`config.mk`:
```
export PLATFORM = sky130hd
export DESIGN_NAME = memcopy_sequencer
export DESIGN_NICKNAME = d
export VERILOG_FILES = /design/src/rtl/memcopy_sequencer_pkg.sv /design/src/rtl/memcopy_sequencer.sv
export SDC_FILE = /design/constraint.sdc
export NUM_CORES = 1
export LEC_CHECK = 0
export ABC_AREA = 1
export CAP_MARGIN = 20
export CORE_UTILIZATION = 51
export DETAILED_ROUTE_END_ITERATION = 16
export HOLD_SLACK_MARGIN = 0.08
export PLACE_DENSITY = 0.8
export SLEW_MARGIN = 20
export SYNTH_ARGS = -nofsm -noshare
export SYNTH_HDL_FRONTEND = slang
export SYNTH_SLANG_ARGS = --single-unit
```
`constraint.sdc`:
```
create_clock -name clk -period 3.2 [get_ports clk]
set_input_delay 0.32 -clock clk [delete_from_list [all_inputs] [get_ports clk]]
set_output_delay 0.32 -clock clk [all_outputs]
set_load 0.05 [all_outputs]
```
`src/rtl/memcopy_sequencer_pkg.sv`:
```
// Shared definitions for the MEMCOPY micro-sequencer: state encoding,
// decode opcode and the micro-instruction ROM window it occupies.
package memcopy_sequencer_pkg;

  localparam int unsigned STATE_W = 2;

  // Sequencer state enumeration (2-bit, fixed encoding seen on micro_addr)
  typedef logic [STATE_W-1:0] mc_state_t;

  localparam mc_state_t ST_IDLE   = 2'd0;
  localparam mc_state_t ST_RD_REQ = 2'd1;
  localparam mc_state_t ST_WR_REQ = 2'd2;
  localparam mc_state_t ST_DONE   = 2'd3;

  // Decode opcode that launches the sequencer
  localparam logic [7:0] MEMCOPY_OPCODE = 8'h4D;

  // First micro-ROM word reserved for the sequencer states
  localparam logic [5:0] MC_UADDR_BASE = 6'd32;

  // Micro-ROM address for a given active state
  function automatic logic [5:0] mc_uaddr(input mc_state_t s);
    return MC_UADDR_BASE + 6'(s);
  endfunction

endpackage

```
`src/rtl/memcopy_sequencer.sv`:
```
// MEMCOPY sequencer: copies `length` words from src_addr to dst_addr, one
// read followed by one write per word, in ascending address order.
// Ports:
//   clk, rst_n               clock, synchronous active-low reset
//   start, src_addr,
//   dst_addr, length         launch pulse and transfer descriptor
//   busy, stall, done        status; stall mirrors busy, done is a pulse
//   micro_addr               micro-ROM address (base + state while busy)
//   mem_addr, mem_rd, mem_wr,
//   mem_wdata, mem_rdata,
//   mem_ready                data-memory request port, held until ready
module memcopy_sequencer
  import memcopy_sequencer_pkg::*;
#(
  parameter int unsigned ADDR_W = 32,
  parameter int unsigned DATA_W = 32,
  parameter int unsigned LEN_W  = 16
) (
  input  logic              clk,
  input  logic              rst_n,
  input  logic              start,
  input  logic [ADDR_W-1:0] src_addr,
  input  logic [ADDR_W-1:0] dst_addr,
  input  logic [LEN_W-1:0]  length,
  output logic              busy,
  output logic              stall,
  output logic              done,
  output logic [5:0]        micro_addr,
  output logic [ADDR_W-1:0] mem_addr,
  output logic              mem_rd,
  output logic              mem_wr,
  output logic [DATA_W-1:0] mem_wdata,
  input  logic [DATA_W-1:0] mem_rdata,
  input  logic              mem_ready
);

  localparam int unsigned STEP = DATA_W / 8;

  mc_state_t         state_q, state_nxt;
  logic [ADDR_W-1:0] src_q, src_nxt;
  logic [ADDR_W-1:0] dst_q, dst_nxt;
  logic [LEN_W-1:0]  cnt_q, cnt_nxt;
  logic [DATA_W-1:0] data_q, data_nxt;

  logic              busy_nxt;
  logic              done_nxt;
  logic [5:0]        micro_addr_nxt;
  logic [ADDR_W-1:0] mem_addr_nxt;
  logic              mem_rd_nxt;
  logic              mem_wr_nxt;
  logic [DATA_W-1:0] mem_wdata_nxt;

  // State, datapath and registered outputs
  always_ff @(posedge clk) begin
    if (!rst_n) begin
      state_q    <= ST_IDLE;
      src_q      <= '0;
      dst_q      <= '0;
      cnt_q      <= '0;
      data_q     <= '0;
      busy       <= 1'b0;
      done       <= 1'b0;
      micro_addr <= '0;
      mem_addr   <= '0;
      mem_rd     <= 1'b0;
      mem_wr     <= 1'b0;
      mem_wdata  <= '0;
    end else begin
      state_q    <= state_nxt;
      src_q      <= src_nxt;
      dst_q      <= dst_nxt;
      cnt_q      <= cnt_nxt;
      data_q     <= data_nxt;
      busy       <= busy_nxt;
      done       <= done_nxt;
      micro_addr <= micro_addr_nxt;
      mem_addr   <= mem_addr_nxt;
      mem_rd     <= mem_rd_nxt;
      mem_wr     <= mem_wr_nxt;
      mem_wdata  <= mem_wdata_nxt;
    end
  end

  // Next state / datapath; outputs are decoded from the next state so that
  // they are registered yet line up with the state they describe.
  always_comb begin
    state_nxt = state_q;
    src_nxt   = src_q;
    dst_nxt   = dst_q;
    cnt_nxt   = cnt_q;
    data_nxt  = data_q;

    case (state_q)
      ST_IDLE: begin
        if (start) begin
          src_nxt   = src_addr;
          dst_nxt   = dst_addr;
          cnt_nxt   = length;
          state_nxt = (length == '0) ? ST_DONE : ST_RD_REQ;
        end
      end
      ST_RD_REQ: begin
        if (mem_ready) begin
          data_nxt  = mem_rdata;
          state_nxt = ST_WR_REQ;
        end
      end
      ST_WR_REQ: begin
        if (mem_ready) begin
          // Address arithmetic wraps silently at the top of the space
          src_nxt   = src_q + ADDR_W'(STEP);
          dst_nxt   = dst_q + ADDR_W'(STEP);
          cnt_nxt   = cnt_q - LEN_W'(1);
          state_nxt = (cnt_q == LEN_W'(1)) ? ST_DONE : ST_RD_REQ;
        end
      end
      ST_DONE: begin
        state_nxt = ST_IDLE;
      end
      default: begin
        state_nxt = ST_IDLE;
      end
    endcase

    busy_nxt       = (state_nxt != ST_IDLE);
    done_nxt       = (state_nxt == ST_DONE);
    mem_rd_nxt     = (state_nxt == ST_RD_REQ);
    mem_wr_nxt     = (state_nxt == ST_WR_REQ);
    micro_addr_nxt = busy_nxt ? mc_uaddr(state_nxt) : 6'd0;
    mem_addr_nxt   = '0;
    mem_wdata_nxt  = '0;
    if (mem_rd_nxt) begin
      mem_addr_nxt = src_nxt;
    end else if (mem_wr_nxt) begin
      mem_addr_nxt  = dst_nxt;
      mem_wdata_nxt = data_nxt;
    end
  end

  assign stall = busy;

endmodule

```
==> flow_summary.json <==
{
  "final_area_mm2": 0.0115,
  "synth_area_leaders": "dfxtp_1, nand2_1, nor2_1",
  "cap_violations": 0,
  "drtAntennaViolNets": 0,
  "root_buffer": "clkbuf_16",
  "nNetsFinal": 1526,
  "cts.sink_count": 185,
  "drive_gt1_frac": 0.0514,
  "synth_cell_types": 50,
  "outcome": "finished clean",
  "tns_ns": 0,
  "die_w_um": 134,
  "crit_required_ns": 3.57,
  "core.rowCount": 47,
  "dp_hpwl_mm": 18.2,
  "io_buffers": 187,
  "ys_warn_count": 0,
  "grtUsageTotal": 0.294,
  "cts_buffers": 17,
  "multi_input_area_mm2": 0.00450,
  "synth_area_per_cell_um2": 7.12,
  "synth_top_cell_by_area": "dfxtp_1",
  "path_class": "flop to flop",
  "first_iter_violations": 845,
  "clk_transition_reported_paths_ns": 0.08,
  "syn_inst": 1243,
  "fmax_mhz": 457,
  "crit_path_end_kind": "flop",
  "register_area_mm2": 0.00370,
  "core_mm2": 0.0168,
  "diodes": 0,
  "start_util": 0.528,
  "placed_area_mm2": 0.0108,
  "firstDrtPassIters": 5,
  "ctsResizeCount": 0,
  "tightest_slew_ns": 0.993,
  "cts_tree": "yes",
  "ys_ff_latch": 185,
  "vias": 8915,
  "antenna_found_initial": 0,
  "min_path_cells": 3,
  "start_kind": "flop",
  "ys_seq_area_frac": 0.418,
  "period_minus_slack_ns": 2.19,
  "cp_max_fo": 43,
  "worst_ep_arrival_time_ns": 2.56,
  "drc": 0,
  "setup_violations": 0,
  "wl_per_cell_um": 15.7,
  "drt_wl_total_mm": 25.8,
  "synth.cell_area_mm2": 0.00885,
  "min_period_over_period": 0.684,
  "clkLatencyLatePin_ns": 0.45,
  "p_total_mw": 5.81,
  "h-tree-depth": 4,
  "hold_path_class": "input port to flop",
  "ir_drop_v": 0.000437,
  "rsz0062_at_grt": "false",
  "fillers": 1402,
  "die_y_um": 134,
  "slew-limit-headroom": 0.338,
  "grt_pass1_vias": 8379,
  "leakage_nw": 4.84,
  "viasPerCell": 5.44,
  "skew_ns": 0.0149,
  "cts_buffer_depth": 2,
  "r2r_cells": 9,
  "syn2layout_area_growth_pct": 29.4,
  "hold_violations": 0,
  "fp.dieArea_mm2": 0.0179,
  "pin_count": 191,
  "finalMaxSlewViolations": 0,
  "grt_pass1_wl_mm": 41.6,
  "hold_buffers": 0,
  "cts_setup_buffers": 0,
  "grt_overflow": 0,
  "gp_congestion": 0.979,
  "grt_max_degree": 103,
  "synth_top_cell_area_share": 0.418,
  "power.density_mw_per_mm2": 507
}
-- metrics by stage --
| step | util | setup WS, ns | hold slack [ns] | std cells |
|---|---|---|---|---|
| floorplan | - | 1.69 | 0.452 | 1245 |
| global placement | 0.645 | 0.818 | 0.468 | 1607 |
| detailed placement | 0.645 | 0.751 | 0.477 | 1607 |
| CTS | 0.684 | 1.02 | 0.460 | 1639 |
| global route | 0.684 | 0.777 | 0.505 | 1639 |
| finish | 0.684 | 1.01 | 0.478 | 1639 |
-- layer usage --
layer  up-vias  routed length, µm  GRT usage
met4         0                552      0.103
li1       4417                  -          -
met1      4035              10700      0.376
met3        46               2720     0.0993
met2       417              11800      0.461
met5         -                  0          0
-- cell usage in the layout (no fill, tap or decap), types with 3 or more instances in the layout --
cell,instances
a21oi_1,72
a22oi_1,49
and2_1,7
buf_4,7
clkbuf_16,17
clkdlybuf4s50_1,187
clkinv_8,8
conb_1,3
dfxtp_1,185
ha_1,4
inv_1,88
inv_12,3
inv_2,9
inv_6,3
mux2i_1,33
nand2_1,328
nand2_4,3
nand3_1,93
nand3b_1,8
nand4_1,19
nor2_1,173
nor2_2,6
nor3_1,14
o211ai_1,7
o21ai_0,40
o21ai_1,3
o21bai_1,6
o22ai_1,3
o31ai_1,3
or2_2,3
xor2_1,4
-- area by class of cell --
class | instances | share of cell area
Tap cell | 220 | 0.0240
Inverter | 99 | 0.0331
Sequential cell | 185 | 0.323
Timing Repair Buffer | 196 | 0.171
Clock inverter | 15 | 0.0189
Multi-Input combinational cell | 907 | 0.392
Clock buffer | 17 | 0.0371
-- flip-flops by register name (all words and copies together), names as in the netlist, 2 cells and up --
| register | cells |
|---|---|
| state_q | 2 |
| cnt_q | 16 |
| mem_addr | 32 |
| mem_wdata | 32 |
| micro_addr | 3 |
| src_q | 32 |
| dst_q | 32 |
| data_q | 32 |
-- path summary, 6_finish.rpt --
path,to,startpoint,slack [ns]
setup / recovery,cnt_q[12],state_q[0],1.01
hold / removal,dst_q[0],dst_addr[0],0.48
setup reg to reg,cnt_q[12],state_q[0],1.01
hold reg to reg,cnt_q[14],cnt_q[14],0.49
-- cell families after synthesis --
family | share of synthesized area
AND/OR/NAND/NOR | 0.323
AO/OA/AOI/OAI | 0.135
flip-flops | 0.418
buffers and inverters | 0.0748
multiplexers | 0.0373
XOR/XNOR | 0.00594
adder cells (fa/ha/maj) | 0.00565
other | 0.000424
-- power breakdown --
group	total (mW)	switching [mW]	leakage (nW)	internal (mW)
Combinational	1.05	0.646	3.03	0.409
Sequential	2.55	0.112	1.51	2.44
Clock	2.21	1.12	0.306	1.09
-- synth_stat cells (all sizes together) --
| cell | n |
|---|---|
| o21a | 1 |
| nand3 | 94 |
| o21bai | 6 |
| clkbuf | 18 |
| inv | 98 |
| nor3b | 2 |
| nand4 | 19 |
| nor3 | 16 |
| o31ai | 3 |
| a221oi | 2 |
| buf | 36 |
| or2 | 3 |
| clkinv | 1 |
| nand3b | 8 |
| o21ai | 44 |
| nor4 | 1 |
| xnor2 | 2 |
| xor2 | 4 |
| o211a | 1 |
| a31oi | 2 |
| a211o | 1 |
| nand2 | 332 |
| o211ai | 7 |
| a21oi | 72 |
| ha | 4 |
| a22oi | 49 |
| nor2 | 183 |
| a21o | 1 |
| o22ai | 3 |
| dfxtp | 185 |
| and2 | 7 |
| a22o | 1 |
| conb | 1 |
| mux2i | 33 |
| a211oi | 2 |
| o311ai | 1 |
-- worst max-delay path, cell delays in order (launching register included) --
cell and delay [ns]:
dfxtp_1 0.38, inv_1 0.09, nand2_2 0.05, inv_2 0.59
nand2_1 0.26, nor3_2 0.27, nand2_1 0.10, o21ai_0 0.15
nand2_1 0.06, a21oi_1 0.13
(Power assumes the default switching activity.)
